### config.mk
export PLATFORM = sky130hd
export DESIGN_NAME = branch_predict_pcsel
export DESIGN_NICKNAME = d
export VERILOG_FILES = /design/src/rtl/branch_predict_pcsel.sv
export SDC_FILE = /design/constraint.sdc
export NUM_CORES = 1
export LEC_CHECK = 0
export CAP_MARGIN = 20
export CORE_ASPECT_RATIO = 2
export CORE_MARGIN = 2
export CORE_UTILIZATION = 56
export CTS_BUF_LIST = sky130_fd_sc_hd__clkbuf_4 sky130_fd_sc_hd__clkbuf_8
export DETAILED_ROUTE_END_ITERATION = 8
export GPL_TIMING_DRIVEN = 0
export PLACE_DENSITY = 0.83
export SLEW_MARGIN = 20
export SYNTH_ARGS = -nofsm -noshare
export SYNTH_HDL_FRONTEND = slang
export SYNTH_SLANG_ARGS = --single-unit
### constraint.sdc
create_clock -name clk -period 4.5 [get_ports clk]
set_input_delay 0.675 -clock clk [delete_from_list [all_inputs] [get_ports clk]]
set_output_delay 0.675 -clock clk [all_outputs]
set_load 0.01 [all_outputs]
### src/rtl/branch_predict_pcsel.sv
// Fetch PC-select with a direct-mapped BHT of saturating counters.
// Branches predict at fetch and resolve one cycle later in execute.
module branch_predict_pcsel #(
  parameter int INDEX_BITS   = 6,
  parameter int COUNTER_BITS = 2,
  parameter int PREDICT_EN   = 1,
  parameter int PERF_BITS    = 32
) (
  input  logic                 clk,
  input  logic                 rst,
  input  logic                 stall,
  input  logic [31:0]          fetch_pc,
  input  logic [31:0]          icache_dout,
  input  logic [31:0]          ex_inst,
  input  logic                 BrEq,
  input  logic                 BrLT,
  output logic [2:0]           PCSignal,
  output logic                 pred_taken,
  output logic                 mispredict,
  output logic [PERF_BITS-1:0] branch_count,
  output logic [PERF_BITS-1:0] mispredict_count
);

  localparam int ENTRIES = 1 << INDEX_BITS;
  localparam logic [COUNTER_BITS-1:0] CNT_INIT =
    COUNTER_BITS'((1 << (COUNTER_BITS - 1)) - 1);
  localparam logic [COUNTER_BITS-1:0] CNT_MAX = '1;

  localparam logic [6:0] OP_BRANCH = 7'b1100011;
  localparam logic [6:0] OP_JALR   = 7'b1100111;
  localparam logic [6:0] OP_STORE  = 7'b0100011;
  localparam logic [6:0] OP_NOOP   = 7'b0000000;

  localparam logic [2:0] PC_HOLD  = 3'b000;
  localparam logic [2:0] PC_ALU   = 3'b001;
  localparam logic [2:0] PC_PLUS4 = 3'b010;
  localparam logic [2:0] PC_BIMM  = 3'b011;
  localparam logic [2:0] PC_EX4   = 3'b100;

  function automatic logic f3_ok(input logic [2:0] f3);
    return (f3 != 3'b010) && (f3 != 3'b011);
  endfunction

  logic [COUNTER_BITS-1:0] r_bht [ENTRIES];
  logic                    r_ex_valid;
  logic                    r_ex_pred;
  logic [INDEX_BITS-1:0]   r_ex_index;
  logic [PERF_BITS-1:0]    r_branch_count;
  logic [PERF_BITS-1:0]    r_mispredict_count;

  logic [INDEX_BITS-1:0]   w_fetch_idx;
  logic [COUNTER_BITS-1:0] w_bht_rd;
  logic [COUNTER_BITS-1:0] w_bht_ex;
  logic                    w_fetch_br;
  logic                    w_ex_live;
  logic                    w_ex_branch;
  logic                    w_actual;
  logic [4:0]              w_ex_rd;
  logic                    w_ex_writer;
  logic                    w_jalr_hold;
  logic                    w_unused;

  assign w_fetch_idx = fetch_pc[INDEX_BITS+1:2];
  assign w_bht_rd    = r_bht[w_fetch_idx];
  assign w_bht_ex    = r_bht[r_ex_index];
  assign w_fetch_br  = (icache_dout[6:0] == OP_BRANCH) &&
                       f3_ok(icache_dout[14:12]);
  assign pred_taken  = (PREDICT_EN != 0) && w_fetch_br &&
                       w_bht_rd[COUNTER_BITS-1];

  // Reset cycle sees the execute slot as empty.
  assign w_ex_live   = r_ex_valid && !rst;
  assign w_ex_branch = w_ex_live && (ex_inst[6:0] == OP_BRANCH) &&
                       f3_ok(ex_inst[14:12]);

  always_comb begin
    w_actual = 1'b0;
    case (ex_inst[14:12])
      3'b000:         w_actual = BrEq;
      3'b001:         w_actual = !BrEq;
      3'b100, 3'b110: w_actual = BrLT;
      default:        w_actual = !BrLT;
    endcase
  end

  assign mispredict = w_ex_branch && (w_actual != r_ex_pred);

  assign w_ex_rd     = ex_inst[11:7];
  assign w_ex_writer = (ex_inst[6:0] != OP_BRANCH) &&
                       (ex_inst[6:0] != OP_STORE) &&
                       (ex_inst[6:0] != OP_NOOP);
  assign w_jalr_hold = (icache_dout[6:0] == OP_JALR) && w_ex_live &&
                       (w_ex_rd == icache_dout[19:15]) &&
                       (w_ex_rd != 5'd0) && w_ex_writer;

  always_comb begin
    PCSignal = PC_PLUS4;
    if (stall)                        PCSignal = PC_HOLD;
    else if (mispredict && w_actual)  PCSignal = PC_ALU;
    else if (mispredict)              PCSignal = PC_EX4;
    else if (w_jalr_hold)             PCSignal = PC_HOLD;
    else if (pred_taken)              PCSignal = PC_BIMM;
  end

  always_ff @(posedge clk) begin
    if (rst) begin
      for (int i = 0; i < ENTRIES; i++) r_bht[i] <= CNT_INIT;
      r_ex_valid         <= 1'b0;
      r_ex_pred          <= 1'b0;
      r_ex_index         <= '0;
      r_branch_count     <= '0;
      r_mispredict_count <= '0;
    end else if (!stall) begin
      r_ex_valid <= !mispredict;
      r_ex_pred  <= pred_taken && !mispredict;
      r_ex_index <= w_fetch_idx;
      if (w_ex_branch) begin
        r_branch_count <= r_branch_count + 1'b1;
        if (w_actual && (w_bht_ex != CNT_MAX))
          r_bht[r_ex_index] <= w_bht_ex + 1'b1;
        else if (!w_actual && (w_bht_ex != '0))
          r_bht[r_ex_index] <= w_bht_ex - 1'b1;
      end
      if (mispredict)
        r_mispredict_count <= r_mispredict_count + 1'b1;
    end
  end

  assign branch_count     = r_branch_count;
  assign mispredict_count = r_mispredict_count;

  assign w_unused = ^{fetch_pc[31:INDEX_BITS+2], fetch_pc[1:0],
                      icache_dout[31:20], icache_dout[11:7],
                      ex_inst[31:15]};

endmodule

-- Yosys cells after proc, flatten, opt, wreduce, memory -nomap -nowiden
Memory sizes are Yosys's and may differ from the RTL's. A register that Yosys moved wholly into a read port is not among the register bits.
Cells that the tools add are included.
- memories: 1
- word-level logic and storage cells: 83
- output and inout bits: 69
- register bits after elaboration: 72
- RAM bits: 128
- bits of input ports: 101
- bitwise logic cells: 2
- reduce and logical (&&, ||, !) cells: 31
- equality and inequality tests: 15
- add/subtract/negate cells: 4
- mux-type cells: 25
- memory list (memory ; depth ; width ; rd ports ; clocked after Yosys merged registers in ; write ports ; line ; text):
    r_bht ; 64 ; 2 ; 2 ; 1 ; 64 ; 44 ; logic [COUNTER_BITS-1:0] r_bht [ENTRIES];
- operators by type and width (kind ; number):
    adder 32 x 1 -> 32 bit, second input constant ; 2
    == test 7 bit, second input constant ; 3
    logical AND 1 bit ; 18
    2-to-1 mux 6 bit ; 3
    2-to-1 mux 1 bit ; 15
    != test 3 x 2 -> 1 bit, second input constant ; 4
    2-to-1 mux 3 bit ; 3
    != test 7 x 6 -> 1 bit, second input constant ; 1
    != test 7 bit, second input constant ; 1
    nonzero test 7 bit ; 1
    == test 3 bit, second input constant ; 2
    2-to-1 mux 2 bit ; 3
    == test 5 bit ; 1
    zero test 1 bit ; 5
    nonzero test 5 bit ; 1
    AND reduction 2 bit ; 2
    OR reduction 2 bit ; 2
    == test 3 x 1 -> 1 bit, second input constant ; 1
    zero test 3 bit ; 1
    one-hot mux 1 bit (3 select lines) ; 1
    adder 2 x 1 -> 2 bit, second input constant ; 1
    != test 2 bit, second input constant ; 1
    nonzero test 2 bit ; 1
    subtractor 2 x 1 -> 2 bit, second input constant ; 1
    3 further kinds ; 3

-- Longest topological paths before layout
Gate-level depths: netlist of run 1.
- depth after elaboration: 14
- mapped depth: 13
- gate-level depth less buffers: 8

-- Least setup slack after synthesis of run 1
No wires, ideal clock.
- kind: in2out
- start point: input fetch_pc[2]
- end point: output PCSignal[0]
- stages: 8
- slack: 748 ps
- arrival time: 3077 ps
- required time: 3825 ps
- buffers on the path: 2
- path through: clkbuf_1 > buf_2 > mux4_2 > mux4_2 > mux2_2 > o21ai_0 > or3_1 > o31ai_1
- word-level cells in the longest chain between the ends: 7
- RTL lines (what ; line ; text):
    from (decl) ; 12 ; input logic [31:0] fetch_pc,
    memory read (64 x 2 bit) ; - ;
    logical AND 1 bit ; 68 ; assign pred_taken = (PREDICT_EN != 0) && w_fetch_br &&
    2-to-1 mux 1 bit ; 102 ; else if (pred_taken) PCSignal = PC_BIMM;
    2-to-1 mux 2 bit ; 101 ; else if (w_jalr_hold) PCSignal = PC_HOLD;
    2-to-1 mux 3 bit ; 100 ; else if (mispredict) PCSignal = PC_EX4;
    2-to-1 mux 3 bit ; 99 ; else if (mispredict && w_actual) PCSignal = PC_ALU;
    2-to-1 mux 3 bit ; 98 ; if (stall) PCSignal = PC_HOLD;
    to (decl) ; 17 ; output logic [2:0] PCSignal,
Every way passes these cells.

-- Worst setup path in the final report of run 1
- start point: input fetch_pc[3]
- end point: output PCSignal[0]
Same word-level chain as after synthesis.

==> run_summary.xml, run 1 <==
<?xml version="1.0" encoding="UTF-8"?>
<metrics>
  <group name="drt">
    <metric name="routed-via-count" unit="">8959</metric>
    <metric name="detail_route.wl_per_cell" unit="um">25.8</metric>
    <metric name="vias_per_cell" unit="">6.70</metric>
    <metric name="final_antenna_net_count" unit="">0</metric>
    <metric name="drtPass1Iterations" unit="">8</metric>
    <metric name="drcViolationCount" unit="">0</metric>
    <metric name="route.final.wire_length" unit="um">34600</metric>
    <metric name="detail_route.iter0.violations" unit="">1280</metric>
  </group>
  <group name="synthesis">
    <metric name="synth_nets" unit="">1065</metric>
    <metric name="synth.ff_latch_count" unit="">206</metric>
    <metric name="synth_area_leader_cell" unit="">edfxtp_1</metric>
    <metric name="yosys.cell_count.top_type" unit="">edfxtp_1</metric>
    <metric name="syn_area" unit="sq mm">0.0106</metric>
    <metric name="synth_top_flop_cell" unit="">edfxtp_1</metric>
    <metric name="post_synth_num_cell_types" unit="">62</metric>
    <metric name="netlist_top_cells_count" unit="">edfxtp_1, nand2_1, nor3_1</metric>
    <metric name="most_area_consuming_cells_after_synthesis" unit="">edfxtp_1, dfxtp_1, mux4_2</metric>
    <metric name="synth_sequential_area_ratio" unit="%">51.2</metric>
    <metric name="syn_inst" unit="">962</metric>
    <metric name="synth_async_sr_flop_share" unit="%">0</metric>
    <metric name="yosysTopAreaCellShare" unit="%">36.4</metric>
    <metric name="ys_warn_count" unit="">0</metric>
    <metric name="count_of_flip_flops_with_a_built_in_enable_after_synthesis" unit="">128</metric>
    <metric name="synthesis.area_per_instance" unit="sq um">11.0</metric>
  </group>
  <group name="worst_hold_path">
    <metric name="timing.hold.worst_path_depth" unit="">2</metric>
    <metric name="min_from" unit="">mispredict_count[31]</metric>
    <metric name="min_delay_worst_endpoint" unit="">mispredict_count[31]</metric>
    <metric name="min-delay-path-class" unit="">reg2reg</metric>
  </group>
  <group name="layout">
    <metric name="fin_util" unit="%">67.3</metric>
    <metric name="diodes" unit="">0</metric>
    <metric name="layout_overhead_on_the_synthesized_area" unit="%">19.1</metric>
    <metric name="drive_gt1_share" unit="%">14.7</metric>
    <metric name="final_nets" unit="">1200</metric>
    <metric name="filler_cell_count" unit="">1387</metric>
  </group>
  <group name="critical_path">
    <metric name="timing.critical_path.cells" unit="">clkbuf_1, buf_2, mux4_2, mux4_2, mux2_2, o21ai_0, or3_1, o31ai_1, clkdlybuf4s50_1</metric>
    <metric name="worst_r2r_path_depth" unit="">13</metric>
    <metric name="timing.rr.end" unit="">r_bht[30][1]</metric>
    <metric name="worstSetupEndpointType" unit="">output port</metric>
    <metric name="crit_required" unit="ns">3.83</metric>
    <metric name="arrival" unit="ns">3.75</metric>
    <metric name="startpoint_type" unit="">input pin</metric>
    <metric name="timing.critical_path.fanout_max" unit="">10</metric>
    <metric name="regToRegSetupSlack" unit="ns">0.31</metric>
    <metric name="critical_path.most_common_cell" unit="">mux4_2</metric>
    <metric name="crit_path_category" unit="">in2out</metric>
    <metric name="cell_with_the_largest_stage_delay_on_the_worst_path" unit="">clkdlybuf4s50_1</metric>
    <metric name="longest_individual_stage_delay_on_the_worst_path" unit="ns">0.53</metric>
  </group>
  <group name="floorplan">
    <metric name="floorplan.die.height" unit="um">198</metric>
    <metric name="io-pin-count" unit="">170</metric>
    <metric name="die_w" unit="um">101</metric>
    <metric name="floorplan.core_area" unit="sq mm">0.0187</metric>
    <metric name="initial_core_utilization" unit="%">56.6</metric>
    <metric name="core.rowCount" unit="">71</metric>
    <metric name="design.die.area" unit="sq mm">0.0200</metric>
  </group>
  <group name="clocking">
    <metric name="root_buffer" unit="">clkbuf_8</metric>
    <metric name="clock_sink_count" unit="">206</metric>
    <metric name="h_tree_levels" unit="">1</metric>
    <metric name="clkTransAtPathRegs" unit="ns">0.07</metric>
    <metric name="cts_buffers" unit="">28</metric>
    <metric name="cts_tree" unit="">built</metric>
    <metric name="clkLatencyLatePin" unit="ns">0.58</metric>
    <metric name="max-clock-path-buffers" unit="">3</metric>
  </group>
  <group name="sta">
    <metric name="timing.final.setup_violations" unit="">0</metric>
    <metric name="final.period_utilization" unit="%">98.3</metric>
    <metric name="max_slew_margin" unit="%">23.3</metric>
    <metric name="period_needed" unit="ns">4.42</metric>
    <metric name="slew_violations" unit="">0</metric>
    <metric name="worstMarginPinSlew" unit="ns">1.14</metric>
    <metric name="postLayoutSetupSlackWorst" unit="ns">0.0774</metric>
    <metric name="grt_setup_unrepaired" unit="">false</metric>
    <metric name="hold_viol_final" unit="">0</metric>
    <metric name="hold_slack" unit="ns">0.495</metric>
    <metric name="timing.fmax" unit="MHz">226</metric>
    <metric name="clock_skew" unit="ns">0.0129</metric>
  </group>
  <group name="global_routing">
    <metric name="grt_first_pass_wirelength" unit="um">51100</metric>
    <metric name="grt_busiest_layer" unit="">met2</metric>
    <metric name="antenna_found_initial" unit="">0</metric>
    <metric name="use_met2" unit="%">62.4</metric>
    <metric name="globalRouteMet3Util" unit="%">7.09</metric>
    <metric name="first_global_vias" unit="">9009</metric>
    <metric name="maximum_number_of_pins_on_one_net_before_global_route_repair" unit="">14</metric>
    <metric name="use_met1" unit="%">34.2</metric>
    <metric name="grt_util_all_layers" unit="%">35.2</metric>
    <metric name="grt.overflow.total" unit="">0</metric>
  </group>
  <group name="outcome">
    <metric name="status" unit="">completed</metric>
  </group>
  <group name="placed_design">
    <metric name="finalWeightedCongestion" unit="">1.01</metric>
    <metric name="dp_hpwl" unit="um">25400</metric>
    <metric name="preCtsSetupSlack" unit="ns">-0.236</metric>
    <metric name="count_of_port_buffers_added_during_placement" unit="">105</metric>
  </group>
  <group name="power">
    <metric name="peakVddDrop" unit="mV">0.236</metric>
    <metric name="cellPowerDensity" unit="mW/mm^2">334</metric>
    <metric name="leakage" unit="nW">4.18</metric>
  </group>
  <group name="job">
    <metric name="cap_viol_max_count" unit="">0</metric>
  </group>
</metrics>
## placed cells by master (no fill, tap or decap), types with 19 or more instances in the layout
cell type,Yosys,layout
xnor2_1,24,23
clkdlybuf4s50_1,0,105
o21ai_0,21,21
a21o_1,50,50
nand2_1,113,113
mux4_2,52,52
nor2_1,81,81
clkbuf_1,31,30
nor3_1,85,85
a21oi_1,34,27
or3_1,21,21
clkbuf_8,0,29
dfxtp_1,78,78
mux2i_1,19,19
edfxtp_1,128,128
and3_1,20,20
xor2_1,26,26
buf_2,24,24
nand3_1,22,22
## critical path, delay by kind of cell
kind / cells / cell delay [ns]
AO/OA/AOI/OAI: 2 / 0.34
buffers and inverters: 3 / 1.35
multiplexers: 3 / 1.19
AND/OR/NAND/NOR: 1 / 0.18
## what timing repair did
action | 4_1_cts | 5_1_grt
hold buffers | 0 | 0
setup endpoints to repair | 2 | 1
gates resized for setup | 3 | 1
setup buffers | 0 | 0
cloned | 0 | 0
## cells by family (layout without fill, tap and decap cells)
family                   count (synthesis)  after routing  synth area share, %
AO/OA/AOI/OAI                          151            151                 9.63
flip-flops                             206            206                 51.2
multiplexers                            73             73                 13.1
XOR/XNOR                                50             50                 4.15
AND/OR/NAND/NOR                        395            395                 18.0
buffers and inverters                   85            242                 3.65
adder cells (fa/ha/maj)                  2              2                0.237
## per-stage QoR
| stage | instances | TNS (ns) | total power (W) | instance area (sq um) |
|---|---|---|---|---|
| after floorplan | 962 | 0 | 0.00235 | 10600 |
| after CTS | 1338 | 0 | 0.00416 | 12500 |
| after global routing | 1338 | 0 | 0.00428 | 12600 |
| after global placement | 1286 | -0.222 | 0.00253 | 11900 |
| final | 1338 | 0 | 0.00419 | 12600 |
| after detailed placement | 1286 | -0.249 | 0.00253 | 11900 |
## state kept, by name, indices dropped and copies added, names as in the netlist, named ones only
signal	count
branch_count	32
mispredict_count	32
r_bht	128
r_ex_index	6
r_ex_pred	1
r_ex_valid	1
## layer usage
layer / wire length, um / part of all wire [%]
met5: 0 / 0
met4: 3200 / 9.3
met3: 3490 / 10
met2: 18100 / 52
met1: 9780 / 28
## report_power, final
| part | internal [W] | switching (W) | leakage [nW] |
|---|---|---|---|
| combinational | 0.000163 | 0.000306 | 2.11 |
| sequential | 0.00202 | 0.0000216 | 1.74 |
| clock | 0.000939 | 0.000737 | 0.340 |
| total | 0.00313 | 0.00106 | 4.18 |
## layout make-up
type                       instances  area (sq um)  area share (%)
sequential                       206          5410            43.0
inverter                          16          60.1           0.478
clock buffer                      35           444            3.54
timing repair buffer             105          1050            8.37
clock inverter                    17           203            1.61
tap                              219           274            2.18
buffer                            69           330            2.63
multi-input combinational        671          4800            38.2
## worst max-delay path by stage
stage / from / endpoint / slack (ns)
final: fetch_pc[3] / PCSignal[0] / 0.08
after global routing: fetch_pc[3] / PCSignal[0] / 0.05
after CTS: fetch_pc[2] / PCSignal[0] / 0.16
after detailed placement: fetch_pc[2] / PCSignal[0] / -0.24
after global placement: fetch_pc[2] / PCSignal[0] / -0.22
after floorplan: fetch_pc[2] / PCSignal[0] / 0.75
Note: power is estimated with default switching activity, not from simulation.
==> run 2: changes to the inputs <==
--- a/config.mk
+++ b/config.mk
@@ -5,13 +5,13 @@
 export SDC_FILE = /design/constraint.sdc
 export NUM_CORES = 1
 export LEC_CHECK = 0
+export ABC_AREA = 1
 export CAP_MARGIN = 20
 export CORE_ASPECT_RATIO = 2
 export CORE_MARGIN = 2
-export CORE_UTILIZATION = 56
+export CORE_UTILIZATION = 57
 export CTS_BUF_LIST = sky130_fd_sc_hd__clkbuf_4 sky130_fd_sc_hd__clkbuf_8
 export DETAILED_ROUTE_END_ITERATION = 8
-export GPL_TIMING_DRIVEN = 0
 export PLACE_DENSITY = 0.83
 export SLEW_MARGIN = 20
 export SYNTH_ARGS = -nofsm -noshare
==> run 2 against run 1 <==
  * Power is 2.0% lower
  * Critical path type unchanged
  * Via count is 27% higher
  * Cell count is 46% higher
  * Clock skew is 0.0027 ns higher
  * Sequential power hardly changed
  * Critical endpoint unchanged
  * Wire length is 4.9% lower
  * Non-clock buffer count is 50 lower
  * Count of clock-buffer cells in the layout is 7 higher
  * Final area is 6.3% higher
==> run_summary.xml, run 2 <==
<?xml version="1.0" encoding="UTF-8"?>
<metrics>
  <group name="synthesis">
    <metric name="synthesis.area_per_instance" unit="sq um">7.31</metric>
    <metric name="yosysTopAreaCellShare" unit="%">33.0</metric>
    <metric name="count_of_flip_flops_with_a_built_in_enable_after_synthesis" unit="">128</metric>
    <metric name="ys_warn_count" unit="">0</metric>
    <metric name="synth_async_sr_flop_share" unit="%">0</metric>
    <metric name="most_area_consuming_cells_after_synthesis" unit="">edfxtp_1, nand2_1, dfxtp_1</metric>
    <metric name="yosys.cell_count.top_type" unit="">nand2_1</metric>
    <metric name="synth_nets" unit="">1695</metric>
    <metric name="syn_inst" unit="">1592</metric>
    <metric name="syn_area" unit="sq mm">0.0116</metric>
    <metric name="synth_top_flop_cell" unit="">edfxtp_1</metric>
    <metric name="synth_sequential_area_ratio" unit="%">46.4</metric>
    <metric name="synth_area_leader_cell" unit="">edfxtp_1</metric>
    <metric name="netlist_top_cells_count" unit="">nand2_1, nand3_1, nor2_1</metric>
    <metric name="synth.ff_latch_count" unit="">206</metric>
    <metric name="post_synth_num_cell_types" unit="">35</metric>
  </group>
  <group name="layout">
    <metric name="layout_common_cells" unit="">nand2_1, nand3_1, nor2_1, edfxtp_1, clkdlybuf4s50_1</metric>
    <metric name="top_register" unit="">r_bht</metric>
    <metric name="flip_flop_count_of_the_largest_register_after_layout" unit="">128</metric>
    <metric name="layout_overhead_on_the_synthesized_area" unit="%">14.7</metric>
    <metric name="final_nets" unit="">1766</metric>
    <metric name="filler_cell_count" unit="">1705</metric>
    <metric name="drive_gt1_share" unit="%">4.57</metric>
    <metric name="diodes" unit="">0</metric>
    <metric name="final_common_cell" unit="">nand2_1</metric>
  </group>
  <group name="placed_design">
    <metric name="dp_hpwl" unit="um">22200</metric>
    <metric name="count_of_port_buffers_added_during_placement" unit="">108</metric>
    <metric name="preCtsSetupSlack" unit="ns">0.458</metric>
    <metric name="finalWeightedCongestion" unit="">0.981</metric>
  </group>
  <group name="global_routing">
    <metric name="antenna_found_initial" unit="">0</metric>
    <metric name="grt.overflow.total" unit="">0</metric>
    <metric name="grt_first_pass_wirelength" unit="um">51900</metric>
    <metric name="maximum_number_of_pins_on_one_net_before_global_route_repair" unit="">94</metric>
    <metric name="first_global_vias" unit="">10931</metric>
    <metric name="grt_util_all_layers" unit="%">30.0</metric>
  </group>
  <group name="drt">
    <metric name="detail_route.wl_per_cell" unit="um">16.9</metric>
    <metric name="detail_route.wirelength.met1" unit="um">11000</metric>
    <metric name="met2WireLength" unit="um">17300</metric>
    <metric name="met3_wirelength" unit="um">2690</metric>
    <metric name="vias_per_cell" unit="">5.82</metric>
    <metric name="final_antenna_net_count" unit="">0</metric>
    <metric name="top_signal_layer_used" unit="">met4</metric>
    <metric name="routed-via-count" unit="">11349</metric>
    <metric name="route.final.wire_length" unit="um">32900</metric>
    <metric name="drtPass1Iterations" unit="">5</metric>
    <metric name="detail_route.iter0.violations" unit="">789</metric>
    <metric name="drcViolationCount" unit="">0</metric>
  </group>
  <group name="floorplan">
    <metric name="floorplan.core_area" unit="sq mm">0.0203</metric>
    <metric name="floorplan.die.height" unit="um">206</metric>
    <metric name="initial_core_utilization" unit="%">57.4</metric>
    <metric name="design.die.area" unit="sq mm">0.0217</metric>
    <metric name="io-pin-count" unit="">170</metric>
    <metric name="core.rowCount" unit="">74</metric>
    <metric name="die_w" unit="um">105</metric>
  </group>
  <group name="sta">
    <metric name="clock_skew" unit="ns">0.0156</metric>
    <metric name="max_slew_margin" unit="%">30.8</metric>
    <metric name="timing.fmax" unit="MHz">242</metric>
    <metric name="timing.final.setup_violations" unit="">0</metric>
    <metric name="final.period_utilization" unit="%">92.0</metric>
    <metric name="hold_viol_final" unit="">0</metric>
    <metric name="postLayoutSetupSlackWorst" unit="ns">0.362</metric>
    <metric name="period_needed" unit="ns">4.14</metric>
    <metric name="slew_violations" unit="">0</metric>
    <metric name="grt_setup_unrepaired" unit="">false</metric>
    <metric name="worstMarginPinSlew" unit="ns">1.04</metric>
    <metric name="setup_total_negative_slack" unit="ns">0</metric>
  </group>
  <group name="outcome">
    <metric name="status" unit="">completed</metric>
  </group>
  <group name="clocking">
    <metric name="root_buffer" unit="">clkbuf_8</metric>
    <metric name="clkTransAtPathRegs" unit="ns">0.06</metric>
    <metric name="cts_tree" unit="">built</metric>
    <metric name="postCtsSetupBuffers" unit="">0</metric>
    <metric name="max-clock-path-buffers" unit="">3</metric>
    <metric name="cts_buffers" unit="">29</metric>
    <metric name="clock_sink_count" unit="">206</metric>
    <metric name="clkLatencyLatePin" unit="ns">0.57</metric>
    <metric name="h_tree_levels" unit="">1</metric>
    <metric name="post_cts_resized" unit="">0</metric>
    <metric name="cts.hold.buffers_added" unit="">0</metric>
  </group>
  <group name="power">
    <metric name="peakVddDrop" unit="mV">0.343</metric>
    <metric name="leakage" unit="nW">4.83</metric>
    <metric name="cellPowerDensity" unit="mW/mm^2">308</metric>
  </group>
  <group name="critical_path">
    <metric name="arrival" unit="ns">3.46</metric>
    <metric name="startpoint_type" unit="">input pin</metric>
    <metric name="timing.critical_path.fanout_max" unit="">10</metric>
    <metric name="crit_path_category" unit="">in2out</metric>
    <metric name="worstSetupEndpointType" unit="">output port</metric>
    <metric name="regToRegSetupSlack" unit="ns">1.07</metric>
    <metric name="crit_required" unit="ns">3.83</metric>
  </group>
  <group name="job">
    <metric name="cap_viol_max_count" unit="">0</metric>
  </group>
  <group name="worst_hold_path">
    <metric name="min-delay-path-class" unit="">reg2reg</metric>
  </group>
</metrics>
==> run 2: changes by cell type in the layout (fill, tap and decap cells not counted), sizes merged, moves of 44 or more <==
cell,previous run,this run
a21o,50,0
a21oi,36,80
mux4,52,0
nor3,85,33
inv,14,86
nor2,81,221
nand2,113,516
nand3,23,227
==> run 2: cell type report <==
| class | instances | area [sq um] | share of cell area (%) |
|---|---|---|---|
| clock buffer | 42 | 534 | 4.00 |
| clock inverter | 11 | 81.3 | 0.609 |
| inverter | 87 | 327 | 2.45 |
| multi-input combinational | 1215 | 5440 | 40.8 |
| sequential | 206 | 5410 | 40.5 |
| tap | 266 | 333 | 2.49 |
| timing repair buffer | 124 | 1230 | 9.18 |
==> run 2: kinds of logic after synthesis <==
logic type,after synthesis,synth area share [%]
AND/OR/NAND/NOR,1041,37.4
flip-flops,206,46.4
buffers and inverters,171,6.91
AO/OA/AOI/OAI,133,6.07
XOR/XNOR,39,2.93
adder cells (fa/ha/maj),2,0.215
==> run 2: metal layers <==
layer	GRT usage [%]	up-vias
met2	56.7	564
met3	4.42	138
met1	30.1	5213
li1	-	5434
met5	0	-
met4	19.5	0
==> run 2: final timing paths <==
path,startpoint,endpoint,cells past startpoint
setup / recovery,fetch_pc[3],PCSignal[0],12
hold / removal,r_ex_pred,r_ex_pred,2
setup reg to reg,flip-flop,r_bht[2][1],15
hold reg to reg,r_ex_pred,r_ex_pred,2
==> run 2: critical path, cell delays in order <==
cell             delay, ns
clkdlybuf4s50_1       0.48
clkinv_1              0.41
nand3_1               0.23
nand2_1               0.08
a21oi_1               0.13
o31ai_1               0.15
nand3_1               0.16
nand3_1               0.15
a21boi_0              0.29
nand2_1               0.08
nand2_1               0.07
clkdlybuf4s50_1       0.54
==> run 2: through the flow <==
step / utilization [%] / std cells / hold slack, ns / total power, W / instance area, sq um
6_report: 65.8 / 1951 / 0.471 / 0.00411 / 13400
5_1_grt: 65.8 / 1951 / 0.498 / 0.00423 / 13400
4_1_cts: 65.8 / 1951 / 0.475 / 0.00411 / 13400
3_5_place_dp: 62.8 / 1898 / 0.466 / 0.00258 / 12700
3_3_place_gp: 62.8 / 1898 / 0.455 / 0.00257 / 12700
2_1_floorplan: - / 1592 / 0.445 / 0.00241 / 11600
==> run 2: power by group <==
| part | switching, W | internal, W | total (W) |
|---|---|---|---|
| Sequential | 0.0000227 | 0.00203 | 0.00205 |
| Clock | 0.000726 | 0.000824 | 0.00155 |
| Combinational | 0.000370 | 0.000137 | 0.000507 |
| Total | 0.00112 | 0.00299 | 0.00411 |
==> run 3: changes to the inputs <==
--- a/config.mk
+++ b/config.mk
@@ -12,7 +12,8 @@
 export CORE_UTILIZATION = 57
 export CTS_BUF_LIST = sky130_fd_sc_hd__clkbuf_4 sky130_fd_sc_hd__clkbuf_8
 export DETAILED_ROUTE_END_ITERATION = 8
-export PLACE_DENSITY = 0.83
+export GPL_ROUTABILITY_DRIVEN = 0
+export PLACE_DENSITY = 0.85
 export SLEW_MARGIN = 20
 export SYNTH_ARGS = -nofsm -noshare
 export SYNTH_HDL_FRONTEND = slang
==> run 3 against run 2 <==
  * Worst setup slack gained 0.087 ns
  * Worst hold slack gained 0.0020 ns
  * Cell count grew 0.10%
  * Via count grew 0.65%
  * Register-to-register slack gained 0.13 ns
  * Die area is the same
  * Flip-flop and latch count is the same
  * Final area grew 0.59%
  * Global-route usage grew 0.19 points
  * Combinational power is essentially flat
  * Clock power grew 6%
  * Clock skew grew 0.0045 ns
  * Critical path type unchanged
  * Largest power group unchanged
==> run_summary.xml, run 3 (synthesis results as in run 2) <==
<?xml version="1.0" encoding="UTF-8"?>
<metrics>
  <group name="global_routing">
    <metric name="grt.overflow.total" unit="">0</metric>
    <metric name="maximum_number_of_pins_on_one_net_before_global_route_repair" unit="">129</metric>
    <metric name="grt_first_pass_wirelength" unit="um">52100</metric>
    <metric name="grt_util_all_layers" unit="%">30.2</metric>
    <metric name="first_global_vias" unit="">11309</metric>
    <metric name="antenna_found_initial" unit="">0</metric>
  </group>
  <group name="layout">
    <metric name="diodes" unit="">0</metric>
    <metric name="storage_element_area" unit="sq mm">0.00541</metric>
    <metric name="filler_cell_count" unit="">1659</metric>
    <metric name="final_common_cell" unit="">nand2_1</metric>
    <metric name="final_nets" unit="">1768</metric>
    <metric name="drive_gt1_share" unit="%">4.56</metric>
    <metric name="layout_common_cells" unit="">nand2_1, nand3_1, nor2_1, edfxtp_1, clkdlybuf4s50_1</metric>
    <metric name="top_register" unit="">r_bht</metric>
    <metric name="flip_flop_count_of_the_largest_register_after_layout" unit="">128</metric>
    <metric name="multi_input_comb_area" unit="sq mm">0.00544</metric>
    <metric name="layout_overhead_on_the_synthesized_area" unit="%">15.3</metric>
  </group>
  <group name="floorplan">
    <metric name="io-pin-count" unit="">170</metric>
    <metric name="initial_core_utilization" unit="%">57.4</metric>
    <metric name="floorplan.core_area" unit="sq mm">0.0203</metric>
    <metric name="floorplan.die.height" unit="um">206</metric>
    <metric name="design.die.area" unit="sq mm">0.0217</metric>
    <metric name="core.rowCount" unit="">74</metric>
    <metric name="die_w" unit="um">105</metric>
  </group>
  <group name="critical_path">
    <metric name="startpoint_type" unit="">input pin</metric>
    <metric name="crit_path_category" unit="">in2out</metric>
    <metric name="timing.critical_path.fanout_max" unit="">10</metric>
    <metric name="crit_required" unit="ns">3.83</metric>
    <metric name="worstSetupEndpointType" unit="">output port</metric>
    <metric name="arrival" unit="ns">3.38</metric>
  </group>
  <group name="clocking">
    <metric name="post_cts_resized" unit="">0</metric>
    <metric name="cts.hold.buffers_added" unit="">0</metric>
    <metric name="clock_sink_count" unit="">206</metric>
    <metric name="max-clock-path-buffers" unit="">3</metric>
    <metric name="postCtsSetupBuffers" unit="">0</metric>
    <metric name="root_buffer" unit="">clkbuf_8</metric>
    <metric name="clkLatencyLatePin" unit="ns">0.57</metric>
    <metric name="cts_buffers" unit="">29</metric>
    <metric name="clkTransAtPathRegs" unit="ns">0.06</metric>
    <metric name="cts_tree" unit="">built</metric>
    <metric name="h_tree_levels" unit="">1</metric>
  </group>
  <group name="sta">
    <metric name="slew_violations" unit="">0</metric>
    <metric name="clock_skew" unit="ns">0.0200</metric>
    <metric name="timing.final.setup_violations" unit="">0</metric>
    <metric name="final.period_utilization" unit="%">90.0</metric>
    <metric name="grt_setup_unrepaired" unit="">false</metric>
    <metric name="hold_viol_final" unit="">0</metric>
    <metric name="setup_total_negative_slack" unit="ns">0</metric>
    <metric name="timing.fmax" unit="MHz">247</metric>
    <metric name="max_slew_margin" unit="%">31.3</metric>
    <metric name="period_needed" unit="ns">4.05</metric>
    <metric name="hold_slack" unit="ns">0.473</metric>
    <metric name="worstMarginPinSlew" unit="ns">1.03</metric>
  </group>
  <group name="outcome">
    <metric name="status" unit="">completed</metric>
  </group>
  <group name="drt">
    <metric name="final_antenna_net_count" unit="">0</metric>
    <metric name="detail_route.wl_per_cell" unit="um">17.0</metric>
    <metric name="drtPass1Iterations" unit="">6</metric>
    <metric name="detail_route.iter0.violations" unit="">780</metric>
    <metric name="drcViolationCount" unit="">0</metric>
    <metric name="route.final.wire_length" unit="um">33100</metric>
    <metric name="routed-via-count" unit="">11423</metric>
    <metric name="vias_per_cell" unit="">5.85</metric>
  </group>
  <group name="power">
    <metric name="peakVddDrop" unit="mV">0.297</metric>
    <metric name="cellPowerDensity" unit="mW/mm^2">313</metric>
    <metric name="leakage" unit="nW">4.87</metric>
  </group>
  <group name="placed_design">
    <metric name="dp_hpwl" unit="um">22300</metric>
    <metric name="count_of_port_buffers_added_during_placement" unit="">108</metric>
  </group>
  <group name="worst_hold_path">
    <metric name="min-delay-path-class" unit="">reg2reg</metric>
  </group>
  <group name="job">
    <metric name="cap_viol_max_count" unit="">0</metric>
  </group>
</metrics>
## run 3: routing by layer
| metal | track usage (%) | vias to the layer above | part of all wire, % |
|---|---|---|---|
| li1 | - | 5437 | - |
| met1 | 29.0 | 5231 | 32 |
| met2 | 55.6 | 571 | 51 |
| met3 | 5.27 | 184 | 8.7 |
| met4 | 24.3 | 0 | 8.2 |
| met5 | 0 | - | 0 |
## run 3: metrics by stage
step / power, W / area [sq um] / utilization (%) / instances / setup WS (ns)
after detailed placement: 0.00259 / 12800 / 63.0 / 1900 / 0.534
after global routing: 0.00433 / 13400 / 66.2 / 1953 / 0.280
final: 0.00420 / 13400 / 66.2 / 1953 / 0.449
after global placement: 0.00258 / 12800 / 63.0 / 1900 / 0.494
after floorplan: 0.00241 / 11600 / - / 1592 / 1.59
after CTS: 0.00421 / 13400 / 66.2 / 1953 / 0.512
## run 3: worst paths after layout
| kind | slack [ns] | end | startpoint | depth (start not counted) |
|---|---|---|---|---|
| hold reg to reg | 0.47 | r_ex_pred | r_ex_pred | 2 |
| setup / recovery | 0.45 | PCSignal[0] | fetch_pc[3] | 12 |
| hold / removal | 0.47 | r_ex_pred | r_ex_pred | 2 |
| setup reg to reg | 1.20 | r_bht[27][1] | flip-flop | 14 |
## run 3: layout make-up
type,instances,share of cell area [%]
Inverter,87,2.43
Timing Repair Buffer,126,9.43
Multi-Input combinational cell,1215,40.5
Clock buffer,40,3.87
Tap cell,266,2.48
Clock inverter,13,1.01
Sequential cell,206,40.3
## run 3: critical path, cell delays in order
cell and delay, ns:
clkdlybuf4s50_1 0.49, clkinv_1 0.42, nand3_1 0.23, nand2_1 0.07, a21oi_1 0.12, o31ai_1 0.15, nand3_1 0.15, nand3_1 0.14
a21boi_0 0.24, nand2_1 0.07, nand2_1 0.06, clkdlybuf4s50_1 0.55
## run 3: where the power goes
group	switching (W)	internal, W	total [W]	leakage (nW)
combinational	0.000368	0.000140	0.000508	2.78
sequential	0.0000249	0.00203	0.00205	1.74
clock	0.000723	0.000919	0.00164	0.347
total	0.00112	0.00309	0.00420	4.87
